File: src/rtl/pico_ctrl_seq_pkg.sv
`default_nettype none
// ============================================================================
// Module  : pico_pkg
// Brief   : Shared stage encoding, function-field bit map and wait decode
// Revision: 1.0
// ============================================================================
package pico_pkg;

  typedef enum logic [2:0] {
    FETCH  = 3'd0,
    DECODE = 3'd1,
    EXEC   = 3'd2,
    WB     = 3'd3,
    WAIT   = 3'd4
  } stage_t;

  localparam int F_USEA   = 0;
  localparam int F_SELSW  = 1;
  localparam int F_SELIMM = 2;
  localparam int F_USEMUL = 3;
  localparam int F_REGW   = 4;
  localparam int F_SELREG = 5;

  // A register-select immediate is the encoding reserved for the wait instruction.
  function automatic logic is_wait(input logic [5:0] func);
    return func[F_SELREG] & func[F_SELIMM];
  endfunction

endpackage
`default_nettype wire

File: src/rtl/pico_ctrl_seq_sync_bit.sv
`default_nettype none
// ============================================================================
// Module  : sync_bit
// Brief   : SYNC-stage single-bit synchroniser, async active-low clear
// Revision: 1.0
// ============================================================================
module sync_bit #(
  parameter int SYNC = 2
) (
  input  logic clk,
  input  logic rst_n,
  input  logic i_async,
  output logic o_sync
);

  logic [SYNC-1:0] r_sync;

  generate
    if (SYNC == 1) begin : g_single
      always_ff @(posedge clk or negedge rst_n) begin
        if (!rst_n) r_sync <= '0;
        else        r_sync <= i_async;
      end
    end else begin : g_chain
      always_ff @(posedge clk or negedge rst_n) begin
        if (!rst_n) r_sync <= '0;
        else        r_sync <= {r_sync[SYNC-2:0], i_async};
      end
    end
  endgenerate

  assign o_sync = r_sync[SYNC-1];

endmodule
`default_nettype wire

File: src/rtl/pico_ctrl_seq.sv
`default_nettype none
// ============================================================================
// Module  : pico_ctrl_seq
// Brief   : picoMips multi-cycle control: IR, stage sequencer, handshake wait
// Revision: 1.0
// ============================================================================
module pico_ctrl_seq #(
  parameter int IW   = 12,
  parameter int OPW  = 6,
  parameter int DW   = 8,
  parameter int SYNC = 2,
  parameter int WCW  = 8
) (
  input  logic           Clock,
  input  logic           nReset,
  input  logic [IW-1:0]  Instruction,
  input  logic           Handshake,
  output logic [DW-1:0]  Immediate,
  output logic [1:0]     Stage,
  output logic           PCEn,
  output logic           Waiting,
  output logic           RegWrite,
  output logic           ACCWE,
  output logic           RegAddr,
  output logic           SelImm,
  output logic           SelSW,
  output logic           UseMul,
  output logic           UseA,
  output logic           SelReg,
  output logic [WCW-1:0] WaitCount
);

  import pico_pkg::*;

  localparam int             IMW       = IW - OPW;
  localparam logic [WCW-1:0] c_cnt_max = '1;

  stage_t         r_state;
  stage_t         w_next;
  logic [IW-1:0]  r_ir;
  logic [WCW-1:0] r_wait_cnt;
  logic [OPW-1:0] w_func;
  logic           w_is_wait;
  logic           w_hei;
  logic           w_hs_s;

  sync_bit #(
    .SYNC(SYNC)
  ) u_hs_sync (
    .clk    (Clock),
    .rst_n  (nReset),
    .i_async(Handshake),
    .o_sync (w_hs_s)
  );

  assign w_func    = r_ir[IW-1 -: OPW];
  assign w_is_wait = is_wait(w_func[5:0]);
  assign w_hei     = r_ir[0];

  // Selects come straight from IR so they cannot glitch on stage changes.
  assign UseA    = w_func[F_USEA];
  assign SelSW   = w_func[F_SELSW];
  assign SelImm  = w_func[F_SELIMM];
  assign UseMul  = w_func[F_USEMUL];
  assign SelReg  = w_func[F_SELREG];
  assign RegAddr = r_ir[0];

  generate
    if (IMW >= DW) begin : g_imm_trunc
      assign Immediate = r_ir[DW-1:0];
    end else begin : g_imm_sext
      assign Immediate = {{(DW-IMW){r_ir[IMW-1]}}, r_ir[IMW-1:0]};
    end
  endgenerate

  always_ff @(posedge Clock or negedge nReset) begin
    if (!nReset) r_state <= FETCH;
    else         r_state <= w_next;
  end

  always_ff @(posedge Clock or negedge nReset) begin
    if (!nReset)               r_ir <= '0;
    else if (r_state == FETCH) r_ir <= Instruction;
  end

  // Counter holds outside WAIT so the last wait duration stays observable.
  always_ff @(posedge Clock or negedge nReset) begin
    if (!nReset) begin
      r_wait_cnt <= '0;
    end else if (r_state == DECODE && w_is_wait) begin
      r_wait_cnt <= '0;
    end else if (r_state == WAIT && w_hs_s == w_hei && r_wait_cnt != c_cnt_max) begin
      r_wait_cnt <= r_wait_cnt + WCW'(1);
    end
  end

  assign WaitCount = r_wait_cnt;

  always_comb begin
    w_next   = r_state;
    Stage    = 2'd0;
    PCEn     = 1'b0;
    Waiting  = 1'b0;
    RegWrite = 1'b0;
    ACCWE    = 1'b0;
    case (r_state)
      FETCH: begin
        Stage  = 2'd0;
        w_next = DECODE;
      end
      DECODE: begin
        Stage  = 2'd1;
        w_next = w_is_wait ? WAIT : EXEC;
      end
      WAIT: begin
        Stage   = 2'd1;
        Waiting = 1'b1;
        if (w_hs_s != w_hei) w_next = EXEC;
      end
      EXEC: begin
        Stage  = 2'd2;
        ACCWE  = ~w_is_wait;
        w_next = WB;
      end
      WB: begin
        Stage    = 2'd3;
        PCEn     = 1'b1;
        RegWrite = w_func[F_REGW];
        w_next   = FETCH;
      end
      default: begin
        w_next = FETCH;
      end
    endcase
  end

endmodule
`default_nettype wire

File: config.mk
export PLATFORM = sky130hd
export DESIGN_NAME = pico_ctrl_seq
export DESIGN_NICKNAME = d
export VERILOG_FILES = /design/src/rtl/pico_ctrl_seq_pkg.sv /design/src/rtl/pico_ctrl_seq_sync_bit.sv /design/src/rtl/pico_ctrl_seq.sv
export SDC_FILE = /design/constraint.sdc
export NUM_CORES = 1
export LEC_CHECK = 0
export ABC_AREA = 0
export CORE_MARGIN = 2
export CORE_UTILIZATION = 47
export CTS_CLUSTER_SIZE = 40
export DETAILED_ROUTE_END_ITERATION = 16
export MAX_ROUTING_LAYER = met4
export PLACE_DENSITY = 0.92
export SETUP_SLACK_MARGIN = 0.4
export SYNTH_ARGS = -nofsm -noshare
export SYNTH_HDL_FRONTEND = slang
export SYNTH_SLANG_ARGS = --single-unit
File: constraint.sdc
create_clock -name Clock -period 4.25 [get_ports Clock]
set_clock_uncertainty 0.05 [all_clocks]
set_input_delay 1.0625 -clock Clock [delete_from_list [all_inputs] [get_ports Clock]]
set_output_delay 1.0625 -clock Clock [all_outputs]
set_load 0.02 [all_outputs]
**After elaboration in Yosys (flattened, before gate mapping)**

Index checks and enable logic that the tools add are counted.

- Add/sub/neg operators: 1
- Multipliers: 0
- Divide/modulo/power cells: 0
- Order comparisons: 0
- Equal/unequal tests: 8
- Shifts and indexed selects: 0
- Muxes and demuxes: 10
- Bitwise gates (word level): 2
- Reduce and logical (&&, ||, !) cells: 6

Operator list:

| operator | number |
|---|---|
| 2-to-1 mux 8 bit | 2 |
| one-hot mux 3 bit (4 select lines) | 1 |
| adder 8 x 1 -> 8 bit, second input constant | 1 |
| inequality test 8 bit, second input constant | 1 |
| equality test 3 x 2 -> 1 bit, second input constant | 2 |
| 2-to-1 mux 3 bit | 2 |
| one-hot mux 2 bit (3 select lines) | 1 |
| 2-to-1 mux 1 bit | 4 |
| equality test 3 x 1 -> 1 bit, second input constant | 1 |
| equality test 3 bit, second input constant | 1 |
| logical AND 1 bit | 3 |
| zero test 3 bit | 1 |
| inequality test 2 x 1 -> 1 bit, second input constant | 1 |
| nonzero test 2 bit | 1 |
| OR reduction 2 bit | 1 |
| AND 1 bit | 1 |
| equality test 1 bit | 1 |
| inequality test 1 bit | 1 |
| NOT 1 bit | 1 |

- Register bits: 25
- Bits in latches: 0
- Bits in writable memories: 0
- Bits in read-only memories: 0
- Input port bits: 15
- Output and inout port bits: 28
- Word-level logic and storage cells: 31
- Memories kept: 0

**Depth between registers and ports, before layout**

- Word-level depth: 5
- Gate-level depth with buffers: 5
- Depth with buffers taken out: 5

**By module**

A second synthesis with hierarchy kept.

- Cell total of the unflattened synthesis: 103
- Area total of the unflattened synthesis: 1,197.4 sq um

By module, submodules not included:

| module | times used | cells each | area each (sq um) | sequential area each (sq um) |
|---|---|---|---|---|
| pico_ctrl_seq | 1 | 101 | 1,147.4 | 575.6 |
| sync_bit | 1 | 2 | 50.0 | 50.0 |

**Worst setup path before layout**

Ideal clock, no wire load.

- Path kind: flip-flop to output port
- Start point: register r_state[2]
- End point: output Stage[0]
- Arrival: 1,086 ps
- Required time: 3,138 ps
- Slack: 2,052 ps
- Stages on the path, launching flop included: 3
- Path buffers: 0
- Cell sequence: dfrtp_1 > nor3b_4 > a21o_2

- Word-level cells in the longest chain between the ends: 3
- Elaborated cells on any way between the ends: 6
- Those cells by class: eq/ne: 4; mux: 1; reduce/logical: 1

Ends and longest elaborated chain:

| what | RTL line | source |
|---|---|---|
| start, declared | pico_ctrl_seq.sv:38 | `stage_t r_state;` |
| start signal, assigned | pico_ctrl_seq.sv:78 | `else r_state <= w_next;` |
| equality test 3 x 1 -> 1 bit / equality test 3 bit (equally long branches) | pico_ctrl_seq.sv:106 | `case (r_state)` |
| OR reduction 2 bit (no line) | -- |  |
| one-hot mux 2 bit (3 select lines) * | pico_ctrl_seq.sv:106 |  |
| end, declared | pico_ctrl_seq.sv:19 | `output logic [1:0] Stage,` |

Every way passes the cells marked *; elsewhere a longest branch is shown, timed or not.

**Worst setup path in the final report**

- Start point: register r_state[0]
- End point: output Stage[0]

The elaborated chain is that of the path after synthesis.

==> flow_summary.toml <==
[worst_setup_path]
cp-start-kind = "register"
critPathMaxStageDelay_ps = 590
path_class = "reg -> out"
cp-end-kind = "primary output"
crit_required_ps = 3140
cp_cell_sequence = "nor3b_4, a21o_2, clkdlybuf4s50_1"
crit_path_top_delay_cell = "clkdlybuf4s50_1"
cp_max_fo = 11
critPathArrivalTime_ps = 2030

[layout]
nets = 158
n_fill_cell = 205
n_antenna_cell = 0
fin_area_mm2 = 0.00162
layout-drive-gt1-share_pct = 16.3
utilization_pct = 66.2
area_delta_synth_final_pct = 35.3
final_cell_count_no_fill = 171

[global_routing]
grt_max_degree = 26
gr-usage-met2_pct = 29.1
gr-total-overflow = 0
grt_first_pass_wirelength_um = 3670
grtUsageTotal_pct = 18.1
top_usage_layer = "met2"
use_met1_pct = 22.5
grtUsageMet3_pct = 1.64
first_global_vias = 824
antenna_found_initial = 0

[cts]
cts_made_buffers = 3
path_clk_slew_ps = 130
post-cts-setup-buffers = 0
cts.sinks = 25
htreeDepth = 1
cts_tree = "built"
clockBufferDepth = 2
cts-root-buf = "clkbuf_4"
postCtsHoldBufs = 0
cts-resized-gates = 0
clock_latency_ps = 330

[die]
start_util_pct = 48.9
rows = 18
die_height_um = 54.5
coreArea_mm2 = 0.00245
io-pin-count = 43
die_w_um = 54.5
dieArea_mm2 = 0.00297

[routing]
routed_wl_um = 2510
avgViaCountPerCell = 5.23
vias = 894
firstDrtPassIters = 4
antenna_left = 0
drtIter0Drc = 8
drc_errors = 0
wire_per_inst_um = 14.7

[logic_synthesis]
syn_area_mm2 = 0.00120
ys.flop_type = "dfrtp_1"
yosysMostFrequentCell = "dfrtp_1"
syn_avg_cell_area_um2 = 11.5
yosysWarnings = 0
synthDistinctLibCells = 30
ys_ff_latch = 25
ys_async_sr_fraction_pct = 100
synthTopCellsByCount = "25 x dfrtp_1, 12 x mux2_2, 10 x nand2_1, 9 x nor2_1, 8 x buf_4"
ys_seq_area_share_pct = 52.1
syn_inst = 104
syn_nets = 120
synth_top_area_share_pct = 52.1
ys_top_cells_by_area = "dfrtp_1 52%, mux2_2 11%, buf_4 5.0%, mux2i_1 3.3%, nand2_1 3.1%"
synth_area_leader_cell = "dfrtp_1"
synth_edf_count = 0

[hold_path]
hold_class = "reg -> reg"

[sta]
tns_ps = 0
hold_violations = 0
rsz0062_at_grt = "false"
tightest_slew_ps = 1050
setup_viol = 0
fmax_mhz = 318
finalMaxSlewViolations = 0
slew_headroom_pct = 29.5
period_needed_ps = 3150
post-route-period-util_pct = 74.0

[place]
place.gp.congestion = 0.809
io_buffers = 42
dp.cells = 167
dpl_cell_area_mm2 = 0.00160
hpwlAfterDp_um = 1960

[outcome]
outcome = "finished clean"

[pwr]
peakVddDrop_v = 0.000610
leakagePower_uw = 0.000686
fin_total_pwr_uw = 1130
powerDensity_mw_per_mm2 = 697

[job]
drv_cap = 0
layout by cell type, fill, tap and decap left out, drive strengths merged, types with 2 or more instances in the layout:
cell type and instances:
clkbuf 3, o21ai 2, nor3 2, nand2 10
dfrtp 25, o31ai 2, a21oi 2, clkdlybuf4s50 42
mux2 12, xnor2 2, nand4 2, inv 3
nor2 9, o211ai 2, mux2i 4, nand3 4
and3 2
power breakdown:
group | total, uW | internal [uW] | switching (uW)
sequential | 403 | 320 | 83.3
combinational | 622 | 325 | 297
clock | 107 | 35.4 | 71.3
sequential cells by signal (all words and copies together) (netlist names):
register	flops
WaitCount	8
r_state	3
r_ir	12
u_hs_sync.r_sync	2
final timing paths:
| path | from | end | slack (ps) | depth (start not counted) |
|---|---|---|---|---|
| worst max-delay path | r_state[0] | Stage[0] | 1100 | 3 |
| worst min-delay path | u_hs_sync.r_sync[0] | u_hs_sync.r_sync[1] | 320 | 0 |
| worst max register to register | r_state[0] | WaitCount[5] | 2420 | 4 |
| worst min register to register | u_hs_sync.r_sync[0] | u_hs_sync.r_sync[1] | 320 | 0 |
| max in group asynchronous | nReset | WaitCount[6] | 2280 | 1 |
| min in group asynchronous | nReset | r_ir[6] | 1240 | 1 |
critical path: cells and delay by family (launching register included):
kind / cells / cell delay (ps)
and+or+nand+nor: 1 / 450
DFF: 1 / 530
buffers and inverters: 1 / 590
AOI/OAI and AO/OA: 1 / 150
per-stage QoR:
stage	hold WS [ps]	setup slack (ps)
floorplan	281	2050
global placement	283	1560
detailed placement	286	1460
CTS	317	1080
global route	336	1020
finish	320	1100
logic make-up (layout without fill, tap and decap cells):
kind of cell | after synthesis | in the layout | share of synthesized area (%)
muxes | 16 | 16 | 14.6
buffers and inverters | 13 | 50 | 6.67
and+or+nand+nor | 35 | 35 | 15.1
DFF | 25 | 25 | 52.1
xor gates and xnor gates | 3 | 3 | 2.82
adders and majority gates | 1 | 1 | 1.04
AOI/OAI and AO/OA | 11 | 11 | 7.61
metal layers:
metal  wire [um]  part of all wire, %
met1        1030                   41
met2        1350                   54
met3          71                  2.8
met4          60                  2.4
met5           0                    0
final cells by class:
type                       instances  area (um^2)  share of cell area [%]
tap                               30         37.5                    2.31
multi-input combinational         66          494                    30.4
timing repair buffer              43          428                    26.3
inverter                           3         11.3                   0.693
clock inverter                     1         5.00                   0.308
sequential                        25          626                    38.5
clock buffer                       3         22.5                    1.39
Power figures use the tool's default switching activity.
